<file path="config.mk">
export PLATFORM = sky130hd
export DESIGN_NAME = spi_slave_responder
export DESIGN_NICKNAME = d
export VERILOG_FILES = /design/src/rtl/spi_pkg.sv /design/src/rtl/spi_input_sync.sv /design/src/rtl/spi_slave_responder.sv
export SDC_FILE = /design/constraint.sdc
export NUM_CORES = 1
export LEC_CHECK = 0
export CORE_MARGIN = 2
export CORE_UTILIZATION = 49
export DETAILED_ROUTE_END_ITERATION = 8
export PLACE_DENSITY = 0.78
export SETUP_SLACK_MARGIN = 0.15
export SLEW_MARGIN = 20
export SYNTH_ARGS = -nofsm -noshare
export SYNTH_HDL_FRONTEND = slang
export SYNTH_SLANG_ARGS = --single-unit
</file>
<file path="constraint.sdc">
create_clock -name CLK -period 1.6 [get_ports CLK]
set_input_delay 0.32 -clock CLK [delete_from_list [all_inputs] [get_ports CLK]]
set_output_delay 0.32 -clock CLK [all_outputs]
set_load 0.005 [all_outputs]
</file>
<file path="src/rtl/spi_pkg.sv">
// Shared types and constants for the SPI target responder.
package spi_pkg;

   // Default number of bits per SPI word.
   localparam int SPI_DATA_WIDTH = 8;

   // Word shifted out when the TX holding register is empty at word start.
   localparam logic [SPI_DATA_WIDTH-1:0] SPI_TX_IDLE = 8'hFF;

   // Frame sequencer states.
   typedef enum logic [2:0] {
      ST_IDLE,
      ST_LOAD,
      ST_SHIFT,
      ST_DONE,
      ST_WAIT
   } spi_state_e;

endpackage : spi_pkg

</file>
<file path="src/rtl/spi_input_sync.sv">
// Multi-flop synchroniser for one SPI pin, with optional rise/fall detect.
// Edges compare the last synchroniser stage with one extra registered copy,
// so an edge is acted upon SYNC_STAGES+1 CLK after it reaches the pin.
module spi_input_sync #(
   parameter int   SYNC_STAGES = 2,
   parameter logic RESET_VAL   = 1'b0,
   parameter bit   EDGE_DETECT = 1'b1
) (
   input  logic CLK,
   input  logic reset_in,
   input  logic pin_i,
   output logic sync_o,
   output logic rise_o,
   output logic fall_o
);

   logic [SYNC_STAGES-1:0] sync_q;

   // Shift the raw pin through the synchroniser chain.
   always_ff @(posedge CLK or posedge reset_in) begin
      // NOTE: state is written with <= so every flop samples pre-edge values;
      // blocking here would collapse the chain into a single stage.
      if (reset_in) sync_q <= {SYNC_STAGES{RESET_VAL}};
      else          sync_q <= {sync_q[SYNC_STAGES-2:0], pin_i};
   end

   assign sync_o = sync_q[SYNC_STAGES-1];

   if (EDGE_DETECT) begin : g_edge
      logic prev_q;

      // Delayed copy of the synchronised level for edge detection.
      always_ff @(posedge CLK or posedge reset_in) begin
         if (reset_in) prev_q <= RESET_VAL;
         else          prev_q <= sync_o;
      end

      assign rise_o =  sync_o & ~prev_q;
      assign fall_o = ~sync_o &  prev_q;
   end else begin : g_no_edge
      assign rise_o = 1'b0;
      assign fall_o = 1'b0;
   end

endmodule : spi_input_sync

</file>
<file path="src/rtl/spi_slave_responder.sv">
// SPI mode-0 target, MSB first. SCLK/SS/MOSI are oversampled in the CLK
// domain (f_CLK >= 8*f_sclk); one-entry TX and RX buffers with valid/ready.
module spi_slave_responder
   import spi_pkg::*;
#(
   parameter int                    DATA_WIDTH  = SPI_DATA_WIDTH,
   parameter int                    SYNC_STAGES = 2,
   parameter logic [DATA_WIDTH-1:0] TX_IDLE     = DATA_WIDTH'(SPI_TX_IDLE)
) (
   input  logic                  CLK,
   input  logic                  reset_in,
   input  logic                  spi_sclk,
   input  logic                  spi_ss_n,
   input  logic                  spi_mosi,
   output logic                  spi_miso,
   output logic                  spi_miso_oe,
   input  logic [DATA_WIDTH-1:0] tx_data,
   input  logic                  tx_valid,
   output logic                  tx_ready,
   output logic [DATA_WIDTH-1:0] rx_data,
   output logic                  rx_valid,
   input  logic                  rx_ready,
   output logic                  busy,
   output logic                  tx_underrun,
   output logic                  rx_overrun,
   output logic                  frame_abort
);

   localparam int                CNT_W    = $clog2(DATA_WIDTH + 1);
   localparam logic [CNT_W-1:0]  CNT_LAST = CNT_W'(DATA_WIDTH - 1);

   logic sclk_rise, sclk_fall;
   logic ss_rise, ss_fall;
   logic mosi_sync;
   logic ss_sync, sclk_sync;
   // mosi is sampled on sclk edges; its own edges are not needed.
   logic [1:0] unused_mosi_edges;

   spi_input_sync #(.SYNC_STAGES(SYNC_STAGES), .RESET_VAL(1'b0), .EDGE_DETECT(1'b1)) u_sync_sclk (
      .CLK(CLK), .reset_in(reset_in), .pin_i(spi_sclk),
      .sync_o(sclk_sync), .rise_o(sclk_rise), .fall_o(sclk_fall)
   );

   spi_input_sync #(.SYNC_STAGES(SYNC_STAGES), .RESET_VAL(1'b1), .EDGE_DETECT(1'b1)) u_sync_ss (
      .CLK(CLK), .reset_in(reset_in), .pin_i(spi_ss_n),
      .sync_o(ss_sync), .rise_o(ss_rise), .fall_o(ss_fall)
   );

   spi_input_sync #(.SYNC_STAGES(SYNC_STAGES), .RESET_VAL(1'b0), .EDGE_DETECT(1'b0)) u_sync_mosi (
      .CLK(CLK), .reset_in(reset_in), .pin_i(spi_mosi),
      .sync_o(mosi_sync), .rise_o(unused_mosi_edges[0]), .fall_o(unused_mosi_edges[1])
   );

   spi_state_e            state_q, state_d;
   logic [CNT_W-1:0]      bit_cnt_q, bit_cnt_d;
   logic [DATA_WIDTH-1:0] shift_tx_q, shift_tx_d;
   logic [DATA_WIDTH-1:0] shift_rx_q, shift_rx_d;
   logic                  miso_q, miso_d;
   logic                  miso_oe_q, miso_oe_d;
   logic [DATA_WIDTH-1:0] hold_q, hold_d;
   logic                  hold_full_q, hold_full_d;
   logic [DATA_WIDTH-1:0] rx_data_q, rx_data_d;
   logic                  rx_valid_q, rx_valid_d;
   logic                  underrun_q, underrun_d;
   logic                  overrun_q, overrun_d;
   logic                  abort_q, abort_d;
   logic                  deliver;
   logic [DATA_WIDTH-1:0] load_word;

   // State and datapath registers; every flop returns to its idle value on reset.
   always_ff @(posedge CLK or posedge reset_in) begin
      if (reset_in) begin
         state_q     <= ST_IDLE;
         bit_cnt_q   <= '0;
         shift_tx_q  <= '0;
         shift_rx_q  <= '0;
         miso_q      <= 1'b0;
         miso_oe_q   <= 1'b0;
         hold_q      <= '0;
         hold_full_q <= 1'b0;
         rx_data_q   <= '0;
         rx_valid_q  <= 1'b0;
         underrun_q  <= 1'b0;
         overrun_q   <= 1'b0;
         abort_q     <= 1'b0;
      end else begin
         state_q     <= state_d;
         bit_cnt_q   <= bit_cnt_d;
         shift_tx_q  <= shift_tx_d;
         shift_rx_q  <= shift_rx_d;
         miso_q      <= miso_d;
         miso_oe_q   <= miso_oe_d;
         hold_q      <= hold_d;
         hold_full_q <= hold_full_d;
         rx_data_q   <= rx_data_d;
         rx_valid_q  <= rx_valid_d;
         underrun_q  <= underrun_d;
         overrun_q   <= overrun_d;
         abort_q     <= abort_d;
      end
   end

   // Frame sequencer plus TX/RX buffer next-state logic.
   always_comb begin
      // NOTE: every variable gets its hold value first, so no path through
      // the case statement can leave one unassigned and infer a latch.
      state_d     = state_q;
      bit_cnt_d   = bit_cnt_q;
      shift_tx_d  = shift_tx_q;
      shift_rx_d  = shift_rx_q;
      miso_d      = miso_q;
      miso_oe_d   = miso_oe_q;
      hold_d      = hold_q;
      hold_full_d = hold_full_q;
      rx_data_d   = rx_data_q;
      rx_valid_d  = rx_valid_q;
      underrun_d  = 1'b0;
      overrun_d   = 1'b0;
      abort_d     = 1'b0;
      deliver     = 1'b0;
      load_word   = hold_full_q ? hold_q : TX_IDLE;

      case (state_q)
         ST_IDLE: begin
            miso_d    = 1'b0;
            miso_oe_d = 1'b0;
            bit_cnt_d = '0;
            if (ss_fall) state_d = ST_LOAD;
         end
         ST_LOAD: begin
            if (ss_rise) begin
               state_d   = ST_IDLE;
               miso_d    = 1'b0;
               miso_oe_d = 1'b0;
            end else begin
               // Uses the pre-cycle holding state: a write landing this
               // cycle stays in the holding register for the next word.
               if (hold_full_q) hold_full_d = 1'b0;
               else             underrun_d  = 1'b1;
               shift_tx_d = load_word;
               miso_d     = load_word[DATA_WIDTH-1];
               miso_oe_d  = 1'b1;
               bit_cnt_d  = '0;
               state_d    = ST_SHIFT;
            end
         end
         ST_SHIFT: begin
            if (ss_rise) begin
               // SS release wins over any sclk edge in the same cycle.
               state_d   = ST_IDLE;
               miso_d    = 1'b0;
               miso_oe_d = 1'b0;
               bit_cnt_d = '0;
               abort_d   = (bit_cnt_q != '0);
            end else if (sclk_rise) begin
               shift_rx_d = {shift_rx_q[DATA_WIDTH-2:0], mosi_sync};
               bit_cnt_d  = bit_cnt_q + 1'b1;
               if (bit_cnt_q == CNT_LAST) state_d = ST_DONE;
            end else if (sclk_fall && bit_cnt_q != '0) begin
               shift_tx_d = shift_tx_q << 1;
               miso_d     = shift_tx_q[DATA_WIDTH-2];
            end
         end
         ST_DONE: begin
            deliver   = 1'b1;
            bit_cnt_d = '0;
            if (ss_rise) begin
               state_d   = ST_IDLE;
               miso_d    = 1'b0;
               miso_oe_d = 1'b0;
            end else begin
               state_d = ST_WAIT;
            end
         end
         ST_WAIT: begin
            if (ss_rise) begin
               state_d   = ST_IDLE;
               miso_d    = 1'b0;
               miso_oe_d = 1'b0;
            end else if (sclk_fall) begin
               // The last falling edge of a word doubles as the first
               // shift edge of a back-to-back word.
               state_d = ST_LOAD;
            end
         end
         default: begin
            state_d   = ST_IDLE;
            miso_d    = 1'b0;
            miso_oe_d = 1'b0;
            bit_cnt_d = '0;
         end
      endcase

      // TX holding register: a write is only taken while empty, and a
      // LOAD can only empty it when it was already full, so they never clash.
      if (tx_valid && !hold_full_q) begin
         hold_d      = tx_data;
         hold_full_d = 1'b1;
      end

      // RX buffer: a completed word replaces the buffered one only if it
      // is being consumed in the same cycle; otherwise it is dropped.
      if (deliver) begin
         if (!rx_valid_q || rx_ready) begin
            rx_data_d  = shift_rx_q;
            rx_valid_d = 1'b1;
         end else begin
            overrun_d = 1'b1;
         end
      end else if (rx_valid_q && rx_ready) begin
         rx_valid_d = 1'b0;
      end
   end

   assign spi_miso    = miso_q;
   assign spi_miso_oe = miso_oe_q;
   assign tx_ready    = ~hold_full_q;
   assign rx_data     = rx_data_q;
   assign rx_valid    = rx_valid_q;
   assign busy        = (state_q != ST_IDLE);
   assign tx_underrun = underrun_q;
   assign rx_overrun  = overrun_q;
   assign frame_abort = abort_q;

endmodule : spi_slave_responder

</file>
=== Word level (Yosys, flattened, before mapping) ===
Index checks and enable logic that the tools add are counted.

* Flip-flop bits (word level): 53
* Input bits: 15
* Output and inout bits: 16
* Word-level logic and storage cells: 112

* Add/subtract/negate cells: 1
* Equal/unequal tests: 19
* Mux-type cells: 41
* Bitwise logic cells: 11
* Reduce and logical (&&, ||, !) cells: 22

{| class="wikitable"
|+ Operators with widths
! operator !! number
|-
| $mux 7 || 4
|-
| $mux 3 || 7
|-
| $mux 1 || 20
|-
| $ne 3x3->1 const B || 5
|-
| $pmux 3 s5 || 1
|-
| $pmux 7 s2 || 1
|-
| $mux 4 || 3
|-
| $pmux 4 s3 || 1
|-
| $ne 2x2->1 const B || 5
|-
| $reduce_and 3->1 || 3
|-
| $mux 8 || 1
|-
| $ne 2x1->1 const B || 4
|-
| $not 1->1 || 7
|-
| $eq 3x2->1 const B || 2
|-
| $reduce_and 2->1 || 3
|-
| $reduce_bool 2->1 || 3
|-
| $reduce_and 5->1 || 1
|-
| $add 4x1->4 const B || 1
|-
| $and 1x1->1 || 4
|-
| $eq 4x3->1 const B || 1
|-
| $reduce_and 4->1 || 1
|-
| $reduce_bool 4->1 || 1
|-
| $eq 3x1->1 const B || 1
|-
| $eq 3x3->1 const B || 1
|-
| other kinds (10) || 13
|}

=== Depth between registers and ports, before layout ===
Gate-level depths: netlist of the first run.

* Word-level depth: 7
* Depth in mapped cells: 6
* Depth with buffers taken out: 6

=== Cells and area by module ===
A second synthesis of the first run with hierarchy kept.

* Cells, all modules: 207
* Area, all modules: 2,356.0 um2

{| class="wikitable"
|+ Modules (own cells, without submodules)
! module !! instances !! cells each !! area each (um2) !! sequential area each (um2)
|-
| spi_slave_responder || 1 || 189 || 2,092.0 || 1,126.1
|-
| spi_input_sync (u_sync_ss) || 1 || 6 || 97.6 || 78.8
|-
| spi_input_sync (u_sync_sclk) || 1 || 6 || 93.8 || 75.1
|-
| spi_input_sync (u_sync_mosi) || 1 || 6 || 72.6 || 50.0
|}

=== Least setup slack after synthesis of the first run ===
Ideal clock, no wire load.

* Path kind: reg2reg
* From: register bit_cnt_q[0]
* To: register shift_tx_q[1]
* Library setup time: 125 ps
* Arrival: 1,462 ps
* Data required time: 1,475 ps
* Setup slack: 13 ps
* Stages on the path, launching flop included: 7
* Path buffers: 0
* Period minus slack after synthesis: 1,587 ps
* Cell sequence: dfrtp_1 inv_1 ha_1 nor3b_2 o31ai_4 nand3_4 mux2_4

* Word-level cells in the longest chain between the ends: 4

{| class="wikitable"
|+ RTL lines
! element !! line !! RTL
|-
| start: declaration || spi_slave_responder.sv:55 || <nowiki>logic [CNT_W-1:0] bit_cnt_q, bit_cnt_d;</nowiki>
|-
| start signal: assignment || spi_slave_responder.sv:88 || <nowiki>bit_cnt_q <= bit_cnt_d;</nowiki>
|-
| $reduce_bool 4->1 || spi_slave_responder.sv:159 || <nowiki>end else if (sclk_fall && bit_cnt_q != '0) begin</nowiki>
|-
| $logic_and 1x1->1 || spi_slave_responder.sv:159 ||
|-
| $ne 2x2->1 (no line) || - ||
|-
| $reduce_and 5->1 (no line) || - ||
|-
| end signal: assignment || spi_slave_responder.sv:89 || <nowiki>shift_tx_q <= shift_tx_d;</nowiki>
|-
| end: declaration || spi_slave_responder.sv:56 || <nowiki>logic [DATA_WIDTH-1:0] shift_tx_q, shift_tx_d;</nowiki>
|}

Every way passes these cells.
A chain may end at the register's enable or synchronous reset.

=== Worst setup path in the final report of the first run ===
* From: register state_q[2]
* To: register shift_tx_q[6]

* Word-level cells in the longest chain between the ends: 3
* Elaborated cells on any way between the ends: 9
* Those cells by class: 6 x eq/ne; 1 x mux; 2 x reduce/logical

{| class="wikitable"
|+ RTL lines
! element !! line !! RTL
|-
| start: declaration || spi_slave_responder.sv:54 || <nowiki>spi_state_e state_q, state_d;</nowiki>
|-
| start signal: assignment || spi_slave_responder.sv:87 || <nowiki>state_q <= state_d;</nowiki>
|-
| $eq 3x2->1 or $eq 3x1->1 (tied branches) || spi_slave_responder.sv:123 || <nowiki>case (state_q)</nowiki>
|-
| $ne 2x2->1 (no line) or $reduce_bool 2->1 (tied branches) || - ||
|-
| $reduce_and 5->1 (no line) || - ||
|}

Parallel ways exist; a longest one is shown, timed or not.

==> impl_metrics.yaml, run 1 <==
status:
  run_status: "finished, violations left"
  failed_checks: "negative setup slack"
timing:
  maxSlewViolCount: 0
  finalClockSkew_ns: 0.00835
  fin_tns_setup_ns: -0.0237
  timing.slew.headroom_pct: 73.5
  post_route_fraction_of_the_period_consumed_by_the_critical_path_pct: 101
  postLayoutSetupSlackWorst_ns: -0.0179
  hold_viol: 0
  setup_repair_after_global_routing_missed_its_margin: "yes"
  max_freq_ghz: 0.618
  setup_viol: 3
  worstMarginPinSlew_ns: 0.397
  final.min_clock_period_ns: 1.62
cells_and_area:
  design.final.nets: 273
  final_layout_size_suffix_gt1_share_pct: 44.7
  areaGrowthSynthToFinish_pct: 41.8
  final_core_utilization_pct: 71.3
  antenna_cells_inserted: 0
setup_path:
  crit_path_max_incr_delay_ns: 0.40
  critical_path.startpoint_type: "flip-flop"
  worst-r2r-setup-slack_ns: -0.02
  timing.critical_path.depth: 7
  worst-endpoint-required_ns: 1.80
  critPathCapture: "shift_tx_q[6]$_DFFE_PP0P_"
  path_cells: "buf_6 -> buf_8 -> nor3b_4 -> buf_6 -> buf_6 -> o21ai_1 -> mux2_4"
  reg2regPathDepth: 7
  arrival_ns: 1.82
  timing.critical_path.buf_inv: 4
  setup.worst_path.class: "reg -> reg"
  critical_path_peak_fanout: 7
  regToRegStartpoint: "state_q[2]$_DFFE_PP0P_"
  critical_path.top_delay_family: "buffers and inverters"
  end_kind: "flip-flop"
  critical_path.most_common_cell: "sky130_fd_sc_hd__buf_6"
  cp-startpoint: "state_q[2]$_DFFE_PP0P_"
  crit-reg2reg-capture: "shift_tx_q[6]$_DFFE_PP0P_"
  worst_path_max_delay_cell: "sky130_fd_sc_hd__dfrtp_1"
routing:
  routed_wire_length_mm: 4.96
  vias_per_cell: 5.40
  detail_route.iter0.violations: 97
  via_count: 1680
  routedWlPerCell_um: 16.0
  detail_route.first_pass.iterations: 4
  postRouteAntennaNets: 0
  drcViolationCount: 0
clock_network:
  clock_insertion_delay_worst_skew_ns: 0.31
  cts.sink_count: 53
  cts.root.buffer_cell: "sky130_fd_sc_hd__clkbuf_8"
  cts_inserted_buffers: 5
  clock_tree_from_tritoncts: "built"
  h-tree-depth: 2
  post_cts_hold_buffer_count: 0
  clkSlewWorstSetupHoldPaths_ns: 0.09
  clock_path_buffers: 2
placement:
  hpwl_mm: 2.96
  port_buffers: 30
  gp_congestion: 0.815
  place_ws_ns: -0.127
floorplanning:
  chipHeight_um: 73.2
  fp.coreArea_um2: 4660
  ioPinCount: 31
  die_width_um: 73.2
  core.rowCount: 25
  start_util_pct: 50.3
  die_area_um2: 5350
yosys:
  syn_nets: 199
  synthTopCellsByArea: "sky130_fd_sc_hd__dfrtp_1 53%, sky130_fd_sc_hd__mux2_2 12%, sky130_fd_sc_hd__mux2_4 3.8%"
  top_count_cell_post_synth: "sky130_fd_sc_hd__dfrtp_1"
  postSynthRegisterBits: 53
  edff_count_synth: 0
  yosysTopAreaCell: "sky130_fd_sc_hd__dfrtp_1"
  seq_area_frac_synth_pct: 56.8
  share_of_synthesized_flip_flops_with_an_asynchronous_set_or_reset_pct: 100
  synth_cell_type_count: 48
  syn_avg_cell_area_um2: 12.9
  synth_common_cells: "50 x sky130_fd_sc_hd__dfrtp_1, 25 x sky130_fd_sc_hd__mux2_2, 12 x sky130_fd_sc_hd__nand2_1, 12 x sky130_fd_sc_hd__nor2_1, 10 x sky130_fd_sc_hd__o21ai_0"
  yosysWarningCount: 0
  fraction_of_synthesized_cell_area_taken_by_the_top_area_cell_type_pct: 53.4
  total_standard_cell_area_after_synthesis_um2: 2340
  synth_top_flop_cell: "sky130_fd_sc_hd__dfrtp_1"
  synthCells: 182
power:
  power.ir.vdd_worst_v: 0.000703
  leakage_dissipation_uw: 0.00163
  power_density_nw_per_um2: 1300
flow_run:
  max_cap_violations: 0
global_routing:
  wire_length_of_the_first_global_routing_pass_mm: 7.97
  grt.total_usage_pct: 19.9
  grt-ovfl-total: 0
  grt_pass1_vias: 1700
  antenna_found_initial: 0
  grt_start_max_net_pins: 23
min_path:
  timing.hold.worst_path_depth: 0
  min_path_type: "reg -> reg"
[how the worst min path moves through the flow]
stage                                         start                              end
floorplan                                  spi_ss_n    u_sync_ss.sync_q[0]$_DFF_PP1_
global placement    u_sync_mosi.sync_q[0]$_DFF_PP0_  u_sync_mosi.sync_q[1]$_DFF_PP0_
detailed placement  u_sync_sclk.sync_q[0]$_DFF_PP0_  u_sync_sclk.sync_q[1]$_DFF_PP0_
CTS                   u_sync_ss.sync_q[0]$_DFF_PP1_    u_sync_ss.sync_q[1]$_DFF_PP1_
global route          u_sync_ss.sync_q[0]$_DFF_PP1_    u_sync_ss.sync_q[1]$_DFF_PP1_
finish                u_sync_ss.sync_q[0]$_DFF_PP1_    u_sync_ss.sync_q[1]$_DFF_PP1_
[area by class of cell]
| type | instances | area (um^2) |
|---|---|---|
| multi-input cells | 116 | 1110 |
| fillers | 313 | 1340 |
| flip-flops and latches | 53 | 1330 |
| repair buffers | 73 | 692 |
| clock inverters | 1 | 7.51 |
| clock buffers | 7 | 76.3 |
| well taps | 54 | 67.6 |
| inverters | 7 | 33.8 |
[worst register-to-register path: cells and delay by family, from the launching register on]
kind	cells	cell delay, ns
AND/OR/NAND/NOR	1	0.21
AO/OA/AOI/OAI	1	0.09
multiplexers	1	0.28
buffers and inverters	4	0.54
flip-flops	1	0.40
[sequential cells by signal, summed over array words and instances, names as in the netlist, 3 cells and up]
signal / count
hold_q: 8
shift_rx_q: 8
rx_data: 8
shift_tx_q: 7
bit_cnt_q: 4
state_q: 3
[metrics by stage]
| stage | cell area [um^2] | instances | power, uW | hold slack (ns) |
|---|---|---|---|---|
| after floorplan | 2380 | 182 | 2740 | 0.324 |
| after global placement | 2830 | 275 | 3150 | 0.335 |
| after detailed placement | 2830 | 275 | 3210 | 0.337 |
| after CTS | 3190 | 303 | 4170 | 0.355 |
| after global routing | 3320 | 311 | 4570 | 0.365 |
| final | 3320 | 311 | 4300 | 0.355 |
[per-layer routing]
metal	vias up	track usage (%)	wire length, um
li1	783	-	-
met1	850	25.2	2130
met2	36	32.6	2560
met3	11	4.83	155
met4	0	8.02	118
met5	-	0	0
[power by group]
group	switching [uW]	total (uW)	internal, uW
Sequential	205	1880	1680
Clock	420	731	310
Combinational	678	1690	1010
Total	1300	4300	3000
[cell families (layout without fill, tap and decap cells)]
| family | after synthesis | in the layout | share of synthesized area (%) |
|---|---|---|---|
| compound gates | 27 | 27 | 7.69 |
| xor+xnor | 1 | 1 | 0.374 |
| fa+ha+maj | 2 | 2 | 1.07 |
| buf+inv | 14 | 88 | 3.20 |
| flops | 53 | 53 | 56.8 |
| mux | 32 | 32 | 16.3 |
| simple gates | 53 | 54 | 14.6 |
[repair_timing]
item / CTS / global route
gates resized for setup: 57 / 22
setup endpoints to repair: 40 / 36
pin swaps: 10 / 7
buffers inserted: 18 / 8
gates cloned: 2 / 0
[cells in the final DEF (no fill, tap or decap), drive strengths merged, types with 2 or more instances in the layout]
master         count
nand3              3
nor3               3
nand2b             6
and3               2
nand2             12
a21oi              6
buf               44
clkdlybuf4s50     14
o21ai             10
dfrtp             50
nor3b              3
clkbuf             7
clkinvlp           3
dlygate4sd2       13
nor2              12
mux2              31
dlymetal6s2s       2
o31ai              3
nor2b              3
nand3b             3
ha                 2
o21bai             2
dfstp              3
inv                4
a22o               2
Note: power is estimated with default switching activity, not from simulation.
==> inputs of run 2 (changes only) <==
ABC_CLOCK_PERIOD_IN_PS = 1600   (was unset)
==> results of run 2 <==
Same layout as run 1: the final DEF is identical, and so are final timing and power.
